### src/rtl/vga_timing_ctrl.sv
`default_nettype none
// ============================================================================
//  Module   : vga_timing_ctrl
//  Purpose  : 640x480@60 VGA timing generator and pixel-fetch sequencer.
//             Issues per-pixel read requests (X/Y) to a 1-cycle-latency
//             pixel source, realigns the returned RGB565 with hsync/vsync
//             and blanks the output outside the active area. Start/stop
//             requests take effect only at frame boundaries.
//  Revision : 1.0 - initial release
// ============================================================================
module vga_timing_ctrl #(
  parameter int H_SYNC  = 96,
  parameter int H_BACK  = 48,
  parameter int H_VALID = 640,
  parameter int H_FRONT = 16,
  parameter int V_SYNC  = 2,
  parameter int V_BACK  = 33,
  parameter int V_VALID = 480,
  parameter int V_FRONT = 10,
  parameter int CNT_W   = 10
) (
  input  logic             sys_clk,
  input  logic             sys_rst,
  input  logic             en,
  input  logic [15:0]      pix_data,
  output logic             pix_req,
  output logic [CNT_W-1:0] pix_x,
  output logic [CNT_W-1:0] pix_y,
  output logic             frame_start,
  output logic             busy,
  output logic             hsync,
  output logic             vsync,
  output logic [15:0]      rgb
);

  localparam int H_TOTAL = H_SYNC + H_BACK + H_VALID + H_FRONT;
  localparam int V_TOTAL = V_SYNC + V_BACK + V_VALID + V_FRONT;

  // Counter-width constants so every compare is width-matched.
  localparam logic [CNT_W-1:0] c_h_last   = CNT_W'(H_TOTAL - 1);
  localparam logic [CNT_W-1:0] c_v_last   = CNT_W'(V_TOTAL - 1);
  localparam logic [CNT_W-1:0] c_h_sync   = CNT_W'(H_SYNC);
  localparam logic [CNT_W-1:0] c_v_sync   = CNT_W'(V_SYNC);
  localparam logic [CNT_W-1:0] c_h_act_lo = CNT_W'(H_SYNC + H_BACK);
  localparam logic [CNT_W-1:0] c_h_act_hi = CNT_W'(H_SYNC + H_BACK + H_VALID);
  localparam logic [CNT_W-1:0] c_v_act_lo = CNT_W'(V_SYNC + V_BACK);
  localparam logic [CNT_W-1:0] c_v_act_hi = CNT_W'(V_SYNC + V_BACK + V_VALID);
  localparam logic [CNT_W-1:0] c_one      = CNT_W'(1);

  typedef enum logic [1:0] {
    ST_IDLE  = 2'd0,
    ST_RUN   = 2'd1,
    ST_DRAIN = 2'd2
  } state_t;

  state_t           state_q, state_d;
  logic [CNT_W-1:0] h_cnt_q, h_cnt_d;
  logic [CNT_W-1:0] v_cnt_q, v_cnt_d;
  logic             busy_q;

  // Stage 1: registered straight from the counters.
  logic             req1_q;
  logic [CNT_W-1:0] x1_q, y1_q;
  logic             fs1_q, hs1_q, vs1_q;
  // Stage 2: sync and data-enable delayed to meet the returning pixel data.
  logic             hs2_q, vs2_q, de2_q;
  // Stage 3: outputs aligned with the registered RGB.
  logic             hs3_q, vs3_q;
  logic [15:0]      rgb_q;

  logic running, h_last, v_last, frame_end, active;

  assign running   = (state_q != ST_IDLE);
  assign h_last    = (h_cnt_q == c_h_last);
  assign v_last    = (v_cnt_q == c_v_last);
  assign frame_end = h_last && v_last;
  assign active    = running &&
                     (h_cnt_q >= c_h_act_lo) && (h_cnt_q < c_h_act_hi) &&
                     (v_cnt_q >= c_v_act_lo) && (v_cnt_q < c_v_act_hi);

  // Next-state and raster-counter logic; counters are parked at 0 in IDLE.
  always_comb begin
    state_d = state_q;
    h_cnt_d = h_cnt_q;
    v_cnt_d = v_cnt_q;
    case (state_q)
      ST_IDLE:  if (en) state_d = ST_RUN;
      ST_RUN:   if (!en) state_d = ST_DRAIN;
      ST_DRAIN: begin
        if (en)             state_d = ST_RUN;
        else if (frame_end) state_d = ST_IDLE;
      end
      default:  state_d = ST_IDLE;
    endcase
    if (running) begin
      if (h_last) begin
        h_cnt_d = '0;
        v_cnt_d = v_last ? '0 : (v_cnt_q + c_one);
      end else begin
        h_cnt_d = h_cnt_q + c_one;
      end
    end else begin
      h_cnt_d = '0;
      v_cnt_d = '0;
    end
  end

  // State, counters and busy flag.
  always_ff @(posedge sys_clk) begin
    if (sys_rst) begin
      state_q <= ST_IDLE;
      h_cnt_q <= '0;
      v_cnt_q <= '0;
      busy_q  <= 1'b0;
    end else begin
      state_q <= state_d;
      h_cnt_q <= h_cnt_d;
      v_cnt_q <= v_cnt_d;
      busy_q  <= (state_d != ST_IDLE);
    end
  end

  // Stage 1: request, coordinates, frame marker and raw syncs.
  always_ff @(posedge sys_clk) begin
    if (sys_rst) begin
      req1_q <= 1'b0;
      x1_q   <= '0;
      y1_q   <= '0;
      fs1_q  <= 1'b0;
      hs1_q  <= 1'b0;
      vs1_q  <= 1'b0;
    end else begin
      req1_q <= active;
      x1_q   <= active ? (h_cnt_q - c_h_act_lo) : '0;
      y1_q   <= active ? (v_cnt_q - c_v_act_lo) : '0;
      fs1_q  <= running && (h_cnt_q == '0) && (v_cnt_q == '0);
      hs1_q  <= running && (h_cnt_q < c_h_sync);
      vs1_q  <= running && (v_cnt_q < c_v_sync);
    end
  end

  // Stages 2 and 3: delay syncs by two cycles and capture the returned pixel.
  always_ff @(posedge sys_clk) begin
    if (sys_rst) begin
      hs2_q <= 1'b0;
      vs2_q <= 1'b0;
      de2_q <= 1'b0;
      hs3_q <= 1'b0;
      vs3_q <= 1'b0;
      rgb_q <= '0;
    end else begin
      hs2_q <= hs1_q;
      vs2_q <= vs1_q;
      de2_q <= req1_q;
      hs3_q <= hs2_q;
      vs3_q <= vs2_q;
      rgb_q <= de2_q ? pix_data : 16'd0;
    end
  end

  assign pix_req     = req1_q;
  assign pix_x       = x1_q;
  assign pix_y       = y1_q;
  assign frame_start = fs1_q;
  assign busy        = busy_q;
  assign hsync       = hs3_q;
  assign vsync       = vs3_q;
  assign rgb         = rgb_q;

endmodule
`default_nettype wire

### config.mk
export PLATFORM = sky130hd
export DESIGN_NAME = vga_timing_ctrl
export DESIGN_NICKNAME = d
export VERILOG_FILES = /design/src/rtl/vga_timing_ctrl.sv
export SDC_FILE = /design/constraint.sdc
export NUM_CORES = 1
export LEC_CHECK = 0
export CAP_MARGIN = 20
export CORE_ASPECT_RATIO = 0.7
export CORE_MARGIN = 5
export CORE_UTILIZATION = 47
export CTS_BUF_LIST = sky130_fd_sc_hd__clkbuf_4 sky130_fd_sc_hd__clkbuf_8
export DETAILED_ROUTE_END_ITERATION = 10
export PLACE_DENSITY = 0.8
export SKIP_CTS_REPAIR_TIMING = 1
export SYNTH_ARGS = -nofsm -noshare
export SYNTH_HDL_FRONTEND = slang
export SYNTH_SLANG_ARGS = --single-unit
### constraint.sdc
create_clock -name sys_clk -period 1.85 [get_ports sys_clk]
set_input_delay 0.4625 -clock sys_clk [delete_from_list [all_inputs] [get_ports sys_clk]]
set_output_delay 0.4625 -clock sys_clk [all_outputs]
set_load 0.02 [all_outputs]
==> flow_metrics.tcl <==
set metrics [dict create \
    internal_power_uw 2176 \
    place_ws_ns -0.1748 \
    drtIter0Drc 126 \
    dp.cells 423 \
    firstDrtPassIters 4 \
    critPathKind "reg2reg" \
    drc 0 \
    synth.cell_area_um2 2679 \
    pwr-share-seq_pct 52.4 \
    yosysMostFrequentCell "dfxtp_1" \
    totalWireLength_um 6003 \
    period_share_pct 96.25 \
    finalHoldViolations 0 \
    fin_crit_ns 1.781 \
    yosysWarnings 0 \
    wire_per_inst_um 13.61 \
    synth_top_area_share_pct 50.82 \
    drv_slew 0 \
    hold_slack_ns 0.4454 \
    grt_pass1_vias 2035 \
    vdd_drop_max_uv 361.1 \
    critPathRequiredTime_ns 2.12 \
    clkLatencyLatePin_ns 0.35 \
    synth_edf_count 0 \
    timing.final.ws_setup_ns 0.06940 \
    io_pins 60 \
    syn_to_final_growth_pct 38.81 \
    finalClockSkew_ns 0.007255 \
    hpwl_um 4470 \
    critPathMaxStageDelay_ns 0.35 \
    nNetsFinal 387 \
    avgSynthCellArea_um2 9.777 \
    yosysTopAreaCell "dfxtp_1" \
    swShare_pct 22.88 \
    path_cells "inv_2 -> ha_4 -> or3b_1 -> a31oi_1 -> o2111ai_2 -> buf_4 -> nor3_1" \
    grtUsageTotal_pct 17.65 \
    synth_commonest_cells "dfxtp_1, nor2_1, xnor2_1" \
    cts_tree "yes" \
    cp_max_fo 4 \
    leakage_uw 0.001463 \
    synthCells 274 \
    p_sw_uw 645.8 \
    pwr-share-comb_pct 3.4 \
    globalRouteOverflowTotal 0 \
    crit_slowest_cell "dfxtp_1" \
    dieArea_um2 7334 \
    setup_viol 0 \
    cts.sinks 68 \
    ys_top_cells_by_area "dfxtp_1, xnor2_1, nor2_1" \
    cts_buffer_depth 2 \
    antenna_found_initial 0 \
    ys_seq_area_share_pct 50.82 \
    critical_path_arrival_ns 2.05 \
    cts_max_level 3 \
    layout-drive-gt1-share_pct 18.31 \
    via_count 2110 \
    cts_root_buffer "clkbuf_8" \
    grt_first_pass_wirelength_um 9956 \
    powerDensity_nw_per_um2 758.9 \
    worstMarginPinSlew_ns 0.7122 \
    ys_ff_latch 68 \
    maxCapViolCount 0 \
    status "finished clean" \
    clock.fmax_ghz 0.5616 \
    io_buffers 59 \
    antenna_left 0 \
    syn-num-nets 300 \
    ys.flop_type "dfxtp_1" \
    die_width_um 100.2 \
    gp_congestion 0.9090 \
    grt_start_max_net_pins 17 \
    avgViaCountPerCell 4.785 \
    pwr-share-clk_pct 44.2 \
    initial_utilization_pct 47.49 \
    synth_cell_types 47 \
    hp-class "reg2reg" \
    endpoint_kind "register" \
    cts_buffers 9 \
    core_area_um2 5640 \
    start_kind "register" \
    fin_cells 441 \
    path_clk_slew_ns 0.08 \
    rows 23 \
    die_y_um 73.17 \
    async_flop_share_pct 0 \
    final_util_pct 65.93 \
    antennaDiodeCount 0 \
    maxSlewHeadroom_pct 52.42 \
    rrSetupSlack_ns 0.07 \
]
-- area by class of cell --
class / count / area, µm²
Multi-Input combinational cell: 176 / 1165
Clock inverter: 7 / 83.83
Inverter: 15 / 56.30
Clock buffer: 9 / 123.9
Tap cell: 75 / 93.84
Fill cell: 473 / 1922
Sequential cell: 68 / 1361
Timing Repair Buffer: 91 / 834.6
-- power groups by stage --
| stage | clock network (µW) | logic, µW | registers [µW] |
|---|---|---|---|
| detailed placement | 0 | 93.5 | 1510 |
| global placement | 0 | 92.0 | 1510 |
| floorplan | 0 | 26.0 | 1520 |
| global route | 1370 | 103 | 1480 |
| CTS | 1280 | 94.5 | 1480 |
| finish | 1250 | 95.0 | 1480 |
-- registers in the layout, indices dropped and copies added (netlist names), 2 cells and up --
signal and count:
pix_y 10, pix_x 10, v_cnt_q 10, state_q 2
rgb 16, h_cnt_q 10
-- cell families (layout without fill, tap and decap cells) --
logic type	after synthesis	after routing	share of synthesized area (%)
buffers and inverters	30	122	6.819
AO/OA/AOI/OAI	24	24	6.866
flip-flops	68	68	50.82
AND/OR/NAND/NOR	121	121	24.38
XOR/XNOR	24	24	7.847
adder cells (fa/ha/maj)	7	7	3.269
-- worst max-delay path, delay by kind of cell, from the launching register on --
kind	cells	cell delay (ns)
AND/OR/NAND/NOR	2	0.52
AO/OA/AOI/OAI	2	0.41
flip-flops	1	0.35
buffers and inverters	2	0.28
adder cells (fa/ha/maj)	1	0.15
-- worst paths after layout --
path              endpoint        from  cells past startpoint
setup / recovery  pix_x[7]  h_cnt_q[4]                      7
hold / removal       vsync       vs2_q                      1
setup reg to reg  pix_x[7]  h_cnt_q[4]                      7
hold reg to reg      vsync       vs2_q                      1
-- through the flow --
stage                     power (µW)  TNS [ns]  instance area, µm²
after floorplan                 1544         0                2679
after global routing            2957  -0.03454                3719
after CTS                       2858   -0.9120                3670
final                           2822         0                3719
after detailed placement        1608    -3.189                3462
after global placement          1606    -2.298                3462
-- metal layers --
metal | GRT usage (%) | vias up | share of wire (%)
li1 | - | 1080 | -
met5 | 0 | - | 0
met2 | 26.36 | 68 | 43
met4 | 4.933 | 0 | 1.2
met1 | 23.04 | 955 | 48
met3 | 8.118 | 7 | 8.1
-- placed cells by master, fill, tap and decap left out, drive strengths merged, types with 2 or more instances in the layout --
cell           count
dfxtp             68
clkdlybuf4s50     59
nor2              42
buf               32
xnor2             20
inv               18
and2              16
nand2             11
clkbuf             9
nor3               9
nor2b              7
nand4              7
a21oi              7
ha                 7
nand3              6
nor4               6
and3               5
xor2               4
or3                3
o21ai              3
nand2b             3
a31oi              2
a211oi             2
a31o               2
clkinv             2
(Power assumes the default switching activity.)
